`src/rtl/multiplier_signed_if.sv`:
```
// Operand/product bundle for the registered signed multiplier.
// The master drives operands; the slave returns the registered product.
interface multiplier_signed_if #(
    parameter int A_WIDTH = 8,
    parameter int B_WIDTH = 4
);
    localparam int Y_WIDTH = A_WIDTH + B_WIDTH;

    logic signed [A_WIDTH-1:0] a;
    logic signed [B_WIDTH-1:0] b;
    logic signed [Y_WIDTH-1:0] y;

    modport master (
        output a,
        output b,
        input  y
    );

    modport slave (
        input  a,
        input  b,
        output y
    );
endinterface

```
`src/rtl/multiplier_signed.sv`:
```
// Registered two's-complement multiplier built from an explicit
// sign-extended partial-product array; one product per clock, latency 1.
module multiplier_signed #(
    parameter int A_WIDTH = 8,
    parameter int B_WIDTH = 4
) (
    input  logic                clock,
    input  logic                reset_n,
    multiplier_signed_if.slave  bus
);
    localparam int Y_WIDTH = A_WIDTH + B_WIDTH;

    logic [Y_WIDTH-1:0] a_ext;
    logic [Y_WIDTH-1:0] pp  [B_WIDTH];
    logic [Y_WIDTH-1:0] sum [B_WIDTH+1];
    logic [Y_WIDTH-1:0] y_d;
    logic [Y_WIDTH-1:0] y_q;

    assign a_ext  = {{B_WIDTH{bus.a[A_WIDTH-1]}}, bus.a};
    assign sum[0] = '0;

    for (genvar i = 0; i < B_WIDTH; i++) begin : g_row
        if (i < B_WIDTH - 1) begin : g_pos
            assign pp[i] = bus.b[i] ? (a_ext << i) : '0;
        end else begin : g_neg
            // The sign bit of b carries weight -2^(B_WIDTH-1).
            assign pp[i] = bus.b[i] ? ('0 - (a_ext << i)) : '0;
        end
        assign sum[i+1] = sum[i] + pp[i];
    end

    assign y_d = sum[B_WIDTH];

    always_ff @(posedge clock or negedge reset_n) begin
        if (!reset_n) begin
            y_q <= '0;
        end else begin
            y_q <= y_d;
        end
    end

    assign bus.y = y_q;
endmodule

```
`src/flat_wrapper.sv`:
```
// flat-port wrapper written by rule: the top's interface ports become plain ports
module multiplier_signed_flat 
#(
    parameter int A_WIDTH = 8,
    parameter int B_WIDTH = 4
)
  (clock, reset_n, bus_a, bus_b, bus_y);
  multiplier_signed_if #(.A_WIDTH(A_WIDTH), .B_WIDTH(B_WIDTH)) bus_i ();
  input  logic clock;
  input  logic reset_n;
  input wire logic [$bits(bus_i.a)-1:0] bus_a;
  input wire logic [$bits(bus_i.b)-1:0] bus_b;
  output wire logic [$bits(bus_i.y)-1:0] bus_y;
  assign bus_i.a = bus_a;
  assign bus_i.b = bus_b;
  assign bus_y = bus_i.y;
  multiplier_signed #(.A_WIDTH(A_WIDTH), .B_WIDTH(B_WIDTH)) u_core (.clock(clock), .reset_n(reset_n), .bus(bus_i));
endmodule
```
`config.mk`:
```
export PLATFORM = sky130hd
export DESIGN_NAME = multiplier_signed_flat
export DESIGN_NICKNAME = d
export VERILOG_FILES = /design/src/rtl/multiplier_signed_if.sv /design/src/rtl/multiplier_signed.sv /design/src/flat_wrapper.sv
export SDC_FILE = /design/constraint.sdc
export NUM_CORES = 1
export LEC_CHECK = 0
export ABC_AREA = 1
export CAP_MARGIN = 40
export CORE_MARGIN = 1.5
export CORE_UTILIZATION = 49
export CTS_CLUSTER_DIAMETER = 100
export DETAILED_ROUTE_END_ITERATION = 6
export PLACE_DENSITY = 0.74
export REMOVE_ABC_BUFFERS = 1
export SLEW_MARGIN = 5
export SYNTH_ARGS = -nofsm -noshare
export SYNTH_HDL_FRONTEND = slang
export SYNTH_SLANG_ARGS = --single-unit
export TNS_END_PERCENT = 50
```
`constraint.sdc`:
```
create_clock -name clock -period 0.8 [get_ports clock]
set_input_delay 0.12 -clock clock [delete_from_list [all_inputs] [get_ports clock]]
set_output_delay 0.12 -clock clock [all_outputs]
set_load 0.05 [all_outputs]
```
## Word-level counts from Yosys, hierarchy flattened

Cells that the tools add are included.

- Flip-flop bits (word level): 12
- Input port bits: 14
- Output and inout bits: 12
- Logic and storage cells: 9

- Add/subtract/negate cells: 4
- Muxes and demuxes: 4

Operators by type and width:

| cell | count |
|---|---|
| $mux 12 | 4 |
| $add 12x12->12 | 3 |
| $sub 1x11->12 const A | 1 |

## Logic depth before layout (Yosys ltp)

Gate-level depths: netlist (run 1).

- Depth in word-level cells: 4
- Gate-level depth with buffers: 18
- Gate-level depth less buffers: 18

## Worst setup path after synthesis (run 1)

OpenSTA, ideal clock, no wires.

- Kind: input -> register
- Start: in bus_a[0]
- End: reg u_core.y_q[10] (netlist: u_core.bus.y[10])
- Setup time: 117 ps
- Data arrival time: 2,611 ps
- Required time: 683 ps
- Setup slack: -1,928 ps
- Stages on the path: 16
- Buffers on the path: 0
- Path through: inv_2 > ha_1 > inv_1 > nor2_2 > nand2_1 > o21ai_0 > nand3_1 > fa_1 > fa_1 > inv_1 > ha_1 > a21o_1 > a31oi_1 > nand2_1 > nand2_1 > nand2_1

RTL lines:

| element | RTL line | text |
|---|---|---|
| start, declared | flat_wrapper.sv:11 | `input wire logic [$bits(bus_i.a)-1:0] bus_a;` |
| end signal, assigned | multiplier_signed.sv:38 | `y_q <= y_d;` |
| end, declared | multiplier_signed.sv:17 | `logic [Y_WIDTH-1:0] y_q;` |

==> results.rst, run 1 <==
.. list-table::
   :header-rows: 1

   * - Metric
     - Value
   * - Antenna violations before repair
     - 0
   * - Antenna-violating nets left
     - 0
   * - Largest driver fanout on the critical path
     - 3
   * - Maximum achievable frequency
     - 0.368 GHz
   * - Commonest register cell after synthesis
     - sky130_fd_sc_hd__dfrtp_1
   * - Layout cell share with drive strength beyond 1
     - 0.535
   * - Setup TNS after final layout
     - -17.32 ns
   * - Pin slew with the least headroom to its limit
     - 0.439 ns
   * - Max FFs per register
     - 12
   * - Failing checks
     - setup timing
   * - # clock sinks
     - 12
   * - Flops & latches, synth
     - 12
   * - Portion of total power attributed to the clock network
     - 0.065
   * - Critical setup path kind
     - in2reg
   * - Setup crit end kind
     - flop
   * - Maximum number of buffers from clock root to sink
     - 2
   * - Netlist Area Pre-Place
     - 1670 µm²
   * - Syn. warnings
     - 0
   * - Violation count after the first detailed-routing iteration
     - 283
   * - Result of the run
     - complete, but fails checks
   * - Worst IR drop on VDD
     - 804 µV
   * - Switching fraction of total power
     - 0.486
   * - I/O pin count
     - 26
   * - Final count of negative-setup-slack endpoints
     - 22
   * - Starting Density
     - 0.528
   * - Sw power
     - 3060 µW
   * - Commonest cells after routing, fill and taps aside
     - 42 x sky130_fd_sc_hd__buf_4, 39 x sky130_fd_sc_hd__inv_1, 36 x sky130_fd_sc_hd__nand2_1
   * - Worst max-slew margin expressed relative to the limit
     - 0.707
   * - Syn Inst Count
     - 223
   * - Most common cell after layout, fill and taps aside
     - sky130_fd_sc_hd__buf_4
   * - Via count
     - 2086
   * - Post-DP HPWL
     - 2.89 mm
   * - Routability congestion estimate from global placement
     - 0.825
   * - Sequential cell fraction of total power
     - 0.165
   * - Tcrit/Tclk final
     - 3.40
   * - Power Dens Cells
     - 2180 nW/µm²
   * - Global-route wire length before repair
     - 8.56 mm
   * - Final Total Pwr
     - 6300 µW
   * - Via-per-instance ratio
     - 6.05
   * - Number of max-cap violations
     - 0
   * - Data arrival time of the worst path
     - 2.95 ns
   * - Largest net degree at the start of global routing
     - 13
   * - DRC violations left
     - 0
   * - Hold Path Class
     - in2async
   * - Number of antenna repair diodes
     - 0
   * - Clock-pin slew on the worst setup and hold paths
     - 0.08 ns
   * - Final Critical Period
     - 2.72 ns
   * - Mean Syn Cell Area
     - 7.47 µm²
   * - Post-Route Hold Slack
     - 0.151 ns
   * - Width of the die
     - 61.3 µm
   * - Fin. max-slew vios
     - 0
   * - EDFF count, synth
     - 0
   * - Clock tree from TritonCTS
     - done
   * - Total routed wirelength
     - 7.20 mm
   * - DIE HEIGHT
     - 61.3 µm
   * - I/O Buffers
     - 25
   * - Vias in the first global route
     - 1930
   * - TritonCTS buffer count
     - 3
   * - Kind of launch point of the worst setup path
     - input port
   * - Data required time at the worst endpoint
     - 1.03 ns
   * - Synthesis-to-finish area growth
     - 73.8%
   * - Max H-tree Level
     - 1
   * - Post-placement cell area
     - 2310 µm²
   * - Global-route usage over all layers
     - 0.320
   * - Internal power of the cells
     - 3240 µW
   * - Wire length per cell
     - 20.9 µm
   * - Share of total power in combinational logic
     - 0.770
   * - Async set-or-reset flop fraction in the synthesized netlist
     - 1.00
   * - Die Footprint
     - 3760 µm²
   * - Worst Setup Slack, final
     - -1.92 ns
   * - RSZ-0062 raised after global routing
     - yes
   * - Area of the core
     - 3150 µm²
   * - Root buffer cell
     - sky130_fd_sc_hd__clkbuf_4
   * - Leak pwr
     - 0.00152 µW
   * - Num rows
     - 20
   * - Number of distinct library cells after synthesis
     - 30
   * - Hold Vio Cnt, Final
     - 0
   * - Design area
     - 2890 µm²
   * - Sum of overflow across all layers after global routing
     - 0
   * - Number of nets in the layout
     - 346
   * - Portion of the post-synthesis area used by sequential elements
     - 0.180
   * - Detailed-routing iteration count for the pre-antenna-repair pass
     - 6
## worst paths after layout
kind / start / to / slack, ns / depth (start not counted)
worst max-delay path: bus_a[1] / u_core.bus.y[11]$_DFF_PN0_ / -1.92 / 17
worst min-delay path: reset_n / u_core.bus.y[8]$_DFF_PN0_ / 0.15 / 2
max in group asynchronous: reset_n / u_core.bus.y[4]$_DFF_PN0_ / 0.53 / 2
min in group clock: bus_a[0] / u_core.bus.y[0]$_DFF_PN0_ / 0.31 / 6
## synthesized netlist by cell type (3+ instances only)
cell type / n / area, µm²
sky130_fd_sc_hd__inv_1: 58 / 218
sky130_fd_sc_hd__nand2_1: 50 / 188
sky130_fd_sc_hd__fa_1: 18 / 360
sky130_fd_sc_hd__nand3_1: 16 / 80.1
sky130_fd_sc_hd__dfrtp_1: 12 / 300
sky130_fd_sc_hd__ha_1: 11 / 138
sky130_fd_sc_hd__nor2_1: 8 / 30.0
sky130_fd_sc_hd__a21oi_1: 7 / 35.0
sky130_fd_sc_hd__nand2_2: 5 / 31.3
sky130_fd_sc_hd__xor2_1: 4 / 35.0
sky130_fd_sc_hd__buf_6: 3 / 33.8
sky130_fd_sc_hd__inv_2: 3 / 11.3
sky130_fd_sc_hd__o21ai_0: 3 / 15.0
## stage by stage
stage / std cells / util / worst slack (ns)
6_report: 345 / 0.918 / -1.92
5_1_grt: 345 / 0.918 / -2.16
4_1_cts: 340 / 0.871 / -1.73
3_5_place_dp: 320 / 0.732 / -2.65
3_3_place_gp: 320 / 0.732 / -2.56
2_1_floorplan: 217 / - / -1.93
## kinds of logic (layout without fill, tap and decap cells)
| logic type | after synthesis | in the layout | synth area share |
|---|---|---|---|
| buf+inv | 69 | 147 | 0.173 |
| flops | 12 | 12 | 0.180 |
| fa+ha+maj | 29 | 29 | 0.299 |
| compound gates | 18 | 18 | 0.0661 |
| simple gates | 90 | 90 | 0.255 |
| xor+xnor | 5 | 5 | 0.0263 |
## worst max-delay path, stage by stage
cell	delay, ns
sky130_fd_sc_hd__buf_8	0.10
sky130_fd_sc_hd__inv_6	0.05
sky130_fd_sc_hd__buf_6	0.09
sky130_fd_sc_hd__nand3_4	0.09
sky130_fd_sc_hd__nor2_4	0.12
sky130_fd_sc_hd__nand3_4	0.12
sky130_fd_sc_hd__o21ai_2	0.15
sky130_fd_sc_hd__nand3_2	0.09
sky130_fd_sc_hd__fa_1	0.48
sky130_fd_sc_hd__fa_1	0.58
sky130_fd_sc_hd__inv_2	0.07
sky130_fd_sc_hd__ha_4	0.31
sky130_fd_sc_hd__nand2_4	0.07
sky130_fd_sc_hd__buf_4	0.13
sky130_fd_sc_hd__o211ai_2	0.16
sky130_fd_sc_hd__nand3_1	0.13
sky130_fd_sc_hd__nand2_1	0.10
## routing by layer
metal / vias to the layer above / wire length, µm / track usage
met5: - / 0 / 0
met4: 0 / 692 / 0.239
met2: 241 / 3500 / 0.571
li1: 822 / - / -
met1: 936 / 2210 / 0.327
met3: 87 / 793 / 0.0630
## area by class of cell
class	instances	area, µm²
multi-input combinational	142	1430
clock buffer	3	22.5
inverter	63	251
tap	44	55.1
sequential	12	300
fill	120	259
timing repair buffer	81	840
## what timing repair did
action	4_1_cts	5_1_grt
resized for setup	118	28
hold buffers	0	0
buffers inserted	18	5
pin swaps	61	32
endpoints found under the setup margin	23	23
## power groups by stage
stage	Clock, µW	Combinational (µW)	Sequential [µW]
final	406	4850	1040
after global routing	408	5040	1050
after CTS	355	4180	1030
after detailed placement	0	3500	1040
after global placement	0	3430	1030
after floorplan	0	1070	1720
Note: power is estimated with default switching activity, not from simulation.
==> run 2, diff against run 1 <==
--- a/config.mk
+++ b/config.mk
@@ -11,6 +11,7 @@
 export CORE_UTILIZATION = 49
 export CTS_CLUSTER_DIAMETER = 100
 export DETAILED_ROUTE_END_ITERATION = 6
+export MAX_ROUTING_LAYER = met4
 export PLACE_DENSITY = 0.74
 export REMOVE_ABC_BUFFERS = 1
 export SLEW_MARGIN = 5
==> run 2 against run 1 <==
The run still ends with setup timing left. Highest routed layer unchanged. Critical path type unchanged. Total power rose by 0.54%. Final area is 0.17% higher. Sequential power barely moved. Non-clock buffer count unchanged. Largest cell class unchanged. Final cell count is the same. Wire length is 1.3% lower.
==> results.rst, run 2 (same netlist as run 1, synthesis figures left out) <==
.. list-table::
   :header-rows: 1

   * - Metric
     - Value
   * - Sum of overflow across all layers after global routing
     - 0
   * - Maximum achievable frequency
     - 0.379 GHz
   * - Post-DP HPWL
     - 2.89 mm
   * - Number of nets in the layout
     - 346
   * - Kind of launch point of the worst setup path
     - input port
   * - Global-route usage over all layers
     - 0.330
   * - Final count of negative-setup-slack endpoints
     - 22
   * - Failing checks
     - setup timing
   * - Most congested layer reported by global routing
     - met2
   * - Post-place setup slack
     - -2.65 ns
   * - Setup crit end kind
     - flop
   * - Width of the die
     - 61.3 µm
   * - Via count
     - 1991
   * - Antenna violations before repair
     - 0
   * - Data required time at the worst endpoint
     - 0.98 ns
   * - Max H-tree Level
     - 1
   * - Vias in the first global route
     - 1944
   * - Leak pwr
     - 0.00152 µW
   * - Commonest cells after routing, fill and taps aside
     - 41 x sky130_fd_sc_hd__buf_4, 37 x sky130_fd_sc_hd__inv_1, 33 x sky130_fd_sc_hd__nand2_1
   * - Worst max-slew margin expressed relative to the limit
     - 0.719
   * - Met3 usage
     - 0.0630
   * - Worst Setup Slack, final
     - -1.84 ns
   * - Detailed-routing iteration count for the pre-antenna-repair pass
     - 4
   * - Number of antenna repair diodes
     - 0
   * - TritonCTS buffer count
     - 3
   * - Global-route wire length before repair
     - 8.56 mm
   * - Pin slew with the least headroom to its limit
     - 0.422 ns
   * - Final Critical Period
     - 2.64 ns
   * - Number of max-cap violations
     - 0
   * - I/O Buffers
     - 25
   * - Final Total Pwr
     - 6330 µW
   * - Clock-pin slew on the worst setup and hold paths
     - 0.09 ns
   * - DIE HEIGHT
     - 61.3 µm
   * - Clock tree from TritonCTS
     - done
   * - Maximum number of buffers from clock root to sink
     - 2
   * - Num rows
     - 20
   * - RSZ-0062 raised after global routing
     - yes
   * - Sequential cell fraction of total power
     - 0.165
   * - Worst IR drop on VDD
     - 808 µV
   * - Endpoint of the worst setup timing path
     - u_core.bus.y[8]$_DFF_PN0_
   * - Most common cell after layout, fill and taps aside
     - sky130_fd_sc_hd__buf_4
   * - DRC violations left
     - 0
   * - Starting Density
     - 0.528
   * - Die Footprint
     - 3760 µm²
   * - Tcrit/Tclk final
     - 3.29
   * - Portion of total power attributed to the clock network
     - 0.068
   * - Via-per-instance ratio
     - 5.77
   * - Root buffer cell
     - sky130_fd_sc_hd__clkbuf_4
   * - Setup TNS after final layout
     - -17.11 ns
   * - Met1 Track Usage GR
     - 0.326
   * - Cts hold-fix bufs
     - 0
   * - Post-placement cell area
     - 2310 µm²
   * - Routability congestion estimate from global placement
     - 0.837
   * - Hold Path Class
     - in2async
   * - Data arrival time of the worst path
     - 2.81 ns
   * - Layout cell share with drive strength beyond 1
     - 0.558
   * - Synthesis-to-finish area growth
     - 74.1%
   * - Share of total power in combinational logic
     - 0.768
   * - I/O pin count
     - 26
   * - Sw power
     - 3040 µW
   * - Largest driver fanout on the critical path
     - 6
   * - Design area
     - 2900 µm²
   * - Wire length per cell
     - 20.6 µm
   * - Largest net degree at the start of global routing
     - 13
   * - # clock sinks
     - 12
   * - Internal power of the cells
     - 3290 µW
   * - Hold Vio Cnt, Final
     - 0
   * - Critical Path Start
     - bus_a[0]
   * - Violation count after the first detailed-routing iteration
     - 160
   * - Fin. max-slew vios
     - 0
   * - Max FFs per register
     - 12
   * - Result of the run
     - complete, but fails checks
   * - Total routed wirelength
     - 7.11 mm
   * - Global-route track usage on met2
     - 0.565
   * - Switching fraction of total power
     - 0.480
   * - Power Dens Cells
     - 2180 nW/µm²
   * - Area of the core
     - 3150 µm²
   * - Antenna-violating nets left
     - 0
   * - Critical setup path kind
     - in2reg
-- run 2: cell count changes in the layout (fill, tap and decap cells not counted), moves of 2 or more --
cell | previous run | this run
sky130_fd_sc_hd__nand2_2 | 15 | 20
sky130_fd_sc_hd__buf_6 | 14 | 17
sky130_fd_sc_hd__nand2_1 | 36 | 33
sky130_fd_sc_hd__buf_2 | 4 | 2
sky130_fd_sc_hd__ha_1 | 1 | 3
sky130_fd_sc_hd__ha_4 | 10 | 8
sky130_fd_sc_hd__inv_1 | 39 | 37
sky130_fd_sc_hd__nand2_4 | 5 | 3
-- run 2: worst min-delay path by stage --
stage                                      endpoint  slack [ns]  depth (start not counted)
after floorplan           u_core.bus.y[0]$_DFF_PN0_       -0.18                          0
after global placement    u_core.bus.y[1]$_DFF_PN0_        0.46                          2
after detailed placement  u_core.bus.y[4]$_DFF_PN0_        0.46                          2
after CTS                 u_core.bus.y[4]$_DFF_PN0_        0.18                          2
after global routing      u_core.bus.y[5]$_DFF_PN0_        0.14                          2
final                     u_core.bus.y[1]$_DFF_PN0_        0.13                          2
-- run 2: through the flow --
stage | hold WS, ns | std cells | utilization
after floorplan | -0.176 | 217 | -
after CTS | 0.176 | 340 | 0.871
after global placement | 0.463 | 320 | 0.732
after detailed placement | 0.458 | 320 | 0.732
final | 0.134 | 345 | 0.919
after global routing | 0.139 | 345 | 0.919
-- run 2: worst max-delay path, cell delays in order --
cell and delay [ns]:
sky130_fd_sc_hd__buf_8 0.08, sky130_fd_sc_hd__inv_6 0.03, sky130_fd_sc_hd__ha_4 0.16, sky130_fd_sc_hd__buf_4 0.14
sky130_fd_sc_hd__nor2_1 0.26, sky130_fd_sc_hd__nor3_4 0.07, sky130_fd_sc_hd__fa_1 0.51, sky130_fd_sc_hd__inv_2 0.04
sky130_fd_sc_hd__fa_1 0.49, sky130_fd_sc_hd__inv_2 0.05, sky130_fd_sc_hd__ha_4 0.25, sky130_fd_sc_hd__a21oi_4 0.16
sky130_fd_sc_hd__nor2_1 0.08, sky130_fd_sc_hd__nor2_2 0.14, sky130_fd_sc_hd__o21ai_2 0.07, sky130_fd_sc_hd__xor2_1 0.16
-- run 2: power groups by stage --
stage / registers (µW) / logic (µW) / clock network, µW
after floorplan: 1720 / 1070 / 0
after global placement: 1030 / 3430 / 0
after detailed placement: 1040 / 3500 / 0
after CTS: 1030 / 4180 / 355
after global routing: 1050 / 5050 / 445
final: 1040 / 4860 / 428
-- run 2: repair_timing --
item | 4_1_cts | 5_1_grt
gates resized for setup | 118 | 45
hold endpoints to repair | 0 | 0
pin swaps | 61 | 39
endpoints found under the setup margin | 23 | 23
buffers inserted | 18 | 8
-- run 2: per-layer routing --
layer	up-vias	wire [µm]	share of wire
met5	-	0	0
met4	0	516	0.073
met3	58	466	0.066
met2	166	3680	0.52
met1	950	2440	0.34
li1	817	-	-
-- run 2: cell type report --
type / instances / area, µm²
Fill cell: 115 / 254
Clock buffer: 3 / 22.5
Sequential cell: 12 / 300
Inverter: 63 / 254
Tap cell: 44 / 55.1
Timing Repair Buffer: 81 / 851
Multi-Input combinational cell: 142 / 1420
==> run 3, diff against run 2 <==
--- a/config.mk
+++ b/config.mk
@@ -7,7 +7,7 @@
 export LEC_CHECK = 0
 export ABC_AREA = 1
 export CAP_MARGIN = 40
-export CORE_MARGIN = 1.5
+export CORE_MARGIN = 5
 export CORE_UTILIZATION = 49
 export CTS_CLUSTER_DIAMETER = 100
 export DETAILED_ROUTE_END_ITERATION = 6
==> run 3 against run 2 <==
The flow still finishes with violations (setup timing). Via count down 9.3%. Global-route usage fell by 11 points. Total power decreased by 6.3%. Critical path depth grew 1. Sequential share of layout area up 0.13 points. Die area rose by 24%. Worst setup slack worse by 0.024 ns. Combinational power shrank 6.4%.
==> results.rst, run 3 (same netlist as run 1, synthesis figures left out) <==
.. list-table::
   :header-rows: 1

   * - Metric
     - Value
   * - I/O pin count
     - 26
   * - Result of the run
     - complete, but fails checks
   * - Final Critical Period
     - 2.66 ns
   * - Layout cell share with drive strength beyond 1
     - 0.540
   * - Width of the die
     - 68.3 µm
   * - Sw power
     - 2750 µW
   * - Via count
     - 1805
   * - Global-route usage over all layers
     - 0.223
   * - Post-placement cell area
     - 2310 µm²
   * - Hold Path Class
     - in2async
   * - I/O Buffers
     - 25
   * - Switching fraction of total power
     - 0.464
   * - Cell Chain, Critical Path
     - buf_8, inv_6, ha_4, inv_2, nor2_4, nand2_2, o21ai_2, nand3_2, fa_1, fa_1, inv_2, ha_4, a21o_1, a31oi_2, nand2_1, nand2_1, nand2_1
   * - # clock sinks
     - 12
   * - Data arrival time of the worst path
     - 2.82 ns
   * - Slowest cell on crit path
     - sky130_fd_sc_hd__fa_1
   * - Total routed wirelength
     - 5.64 mm
   * - Cell repeated most along the worst path
     - sky130_fd_sc_hd__nand2_1
   * - Synthesis-to-finish area growth
     - 72.0%
   * - Routability congestion estimate from global placement
     - 0.865
   * - Number of standard cells in the layout, taps in and fillers out
     - 344
   * - Die Footprint
     - 4660 µm²
   * - Sum of overflow across all layers after global routing
     - 0
   * - Leak pwr
     - 0.00151 µW
   * - Clock tree from TritonCTS
     - done
   * - Wire length per cell
     - 16.4 µm
   * - Largest net degree at the start of global routing
     - 13
   * - Worst IR drop on VDD
     - 806 µV
   * - Maximum achievable frequency
     - 0.376 GHz
   * - Post-place setup slack
     - -2.56 ns
   * - Violation count after the first detailed-routing iteration
     - 178
   * - Failing checks
     - setup timing
   * - Num rows
     - 21
   * - Vias in the first global route
     - 1735
   * - Post-DP HPWL
     - 2.84 mm
   * - Area of the core
     - 3310 µm²
   * - Sequential cell fraction of total power
     - 0.172
   * - Detailed-routing iteration count for the pre-antenna-repair pass
     - 4
   * - DIE HEIGHT
     - 68.3 µm
   * - Power Dens Cells
     - 2070 nW/µm²
   * - Maximum number of buffers from clock root to sink
     - 2
   * - Tcrit/Tclk final
     - 3.32
   * - Worst max-slew margin expressed relative to the limit
     - 0.782
   * - Kind of launch point of the worst setup path
     - input port
   * - Crit path buffers/inverters
     - 4
   * - Share of total power in combinational logic
     - 0.767
   * - Design area
     - 2860 µm²
   * - Top Family by Delay on Critical Path
     - adder cells
   * - TritonCTS buffer count
     - 3
   * - Pin slew with the least headroom to its limit
     - 0.327 ns
   * - Portion of total power attributed to the clock network
     - 0.061
   * - Fin. max-slew vios
     - 0
   * - Global-route wire length before repair
     - 7.64 mm
   * - Number of antenna repair diodes
     - 0
   * - Largest stage delay, worst path
     - 0.55 ns
   * - Antenna violations before repair
     - 0
   * - Largest driver fanout on the critical path
     - 4
   * - Setup TNS after final layout
     - -16.01 ns
   * - Worst Setup Slack, final
     - -1.86 ns
   * - Commonest cells after routing, fill and taps aside
     - 38 x sky130_fd_sc_hd__inv_1, 38 x sky130_fd_sc_hd__nand2_1, 38 x sky130_fd_sc_hd__buf_4
   * - Starting Density
     - 0.503
   * - Setup crit end kind
     - flop
   * - DRC violations left
     - 0
   * - Cts hold-fix bufs
     - 0
   * - Clock-pin slew on the worst setup and hold paths
     - 0.07 ns
   * - Hold Vio Cnt, Final
     - 0
   * - Final count of negative-setup-slack endpoints
     - 22
   * - Placed Cells
     - 322
   * - Max H-tree Level
     - 1
   * - Number of nets in the layout
     - 343
   * - Data required time at the worst endpoint
     - 0.96 ns
   * - Internal power of the cells
     - 3180 µW
   * - Critical setup path kind
     - in2reg
   * - RSZ-0062 raised after global routing
     - yes
   * - Max FFs per register
     - 12
   * - Root buffer cell
     - sky130_fd_sc_hd__clkbuf_4
   * - Antenna-violating nets left
     - 0
   * - Number of max-cap violations
     - 0
   * - Via-per-instance ratio
     - 5.25
[run 3: cell count changes in the layout (fill, tap and decap cells not counted), sizes merged]
cell and delta:
buf -3
[run 3: cell type report]
cell class / instances / area, µm²
Multi-Input combinational cell: 142 / 1410
Timing Repair Buffer: 78 / 816
Fill cell: 155 / 447
Sequential cell: 12 / 300
Inverter: 63 / 254
Tap cell: 46 / 57.6
Clock buffer: 3 / 22.5
[run 3: power by group through the flow]
stage	Combinational, µW	Sequential [µW]	Clock [µW]
after floorplan	1070	1720	0
after global placement	3420	1030	0
after detailed placement	3480	1040	0
after CTS	4050	1030	358
after global routing	4830	1040	384
final	4550	1020	359
[run 3: worst paths after layout]
path | from | to | slack (ns) | cells after the start
setup / recovery | bus_a[1] | u_core.bus.y[10]$_DFF_PN0_ | -1.86 | 17
hold / removal | reset_n | u_core.bus.y[6]$_DFF_PN0_ | 0.17 | 2
max in group asynchronous | reset_n | u_core.bus.y[2]$_DFF_PN0_ | 0.53 | 2
min in group clock | bus_b[1] | u_core.bus.y[1]$_DFF_PN0_ | 0.26 | 4
[run 3: what timing repair did]
action                     in CTS  in global routing
setup buffers                  11                  9
gates resized for setup       101                 51
setup endpoints to repair      23                 23
pin swaps                      44                 29
[run 3: per-layer routing]
layer,vias up,wire length [µm],GRT usage
li1,812,-,-
met1,869,2080,0.246
met2,97,3040,0.407
met3,27,277,0.0164
met4,0,238,0.102
met5,-,0,-
[run 3: stage by stage]
stage                util  hold slack [ns]  power [µW]
floorplan               -           -0.176        2790
global placement    0.698            0.456        4450
detailed placement  0.698            0.458        4520
CTS                 0.806            0.173        5430
global route        0.865            0.174        6260
finish              0.865            0.166        5930
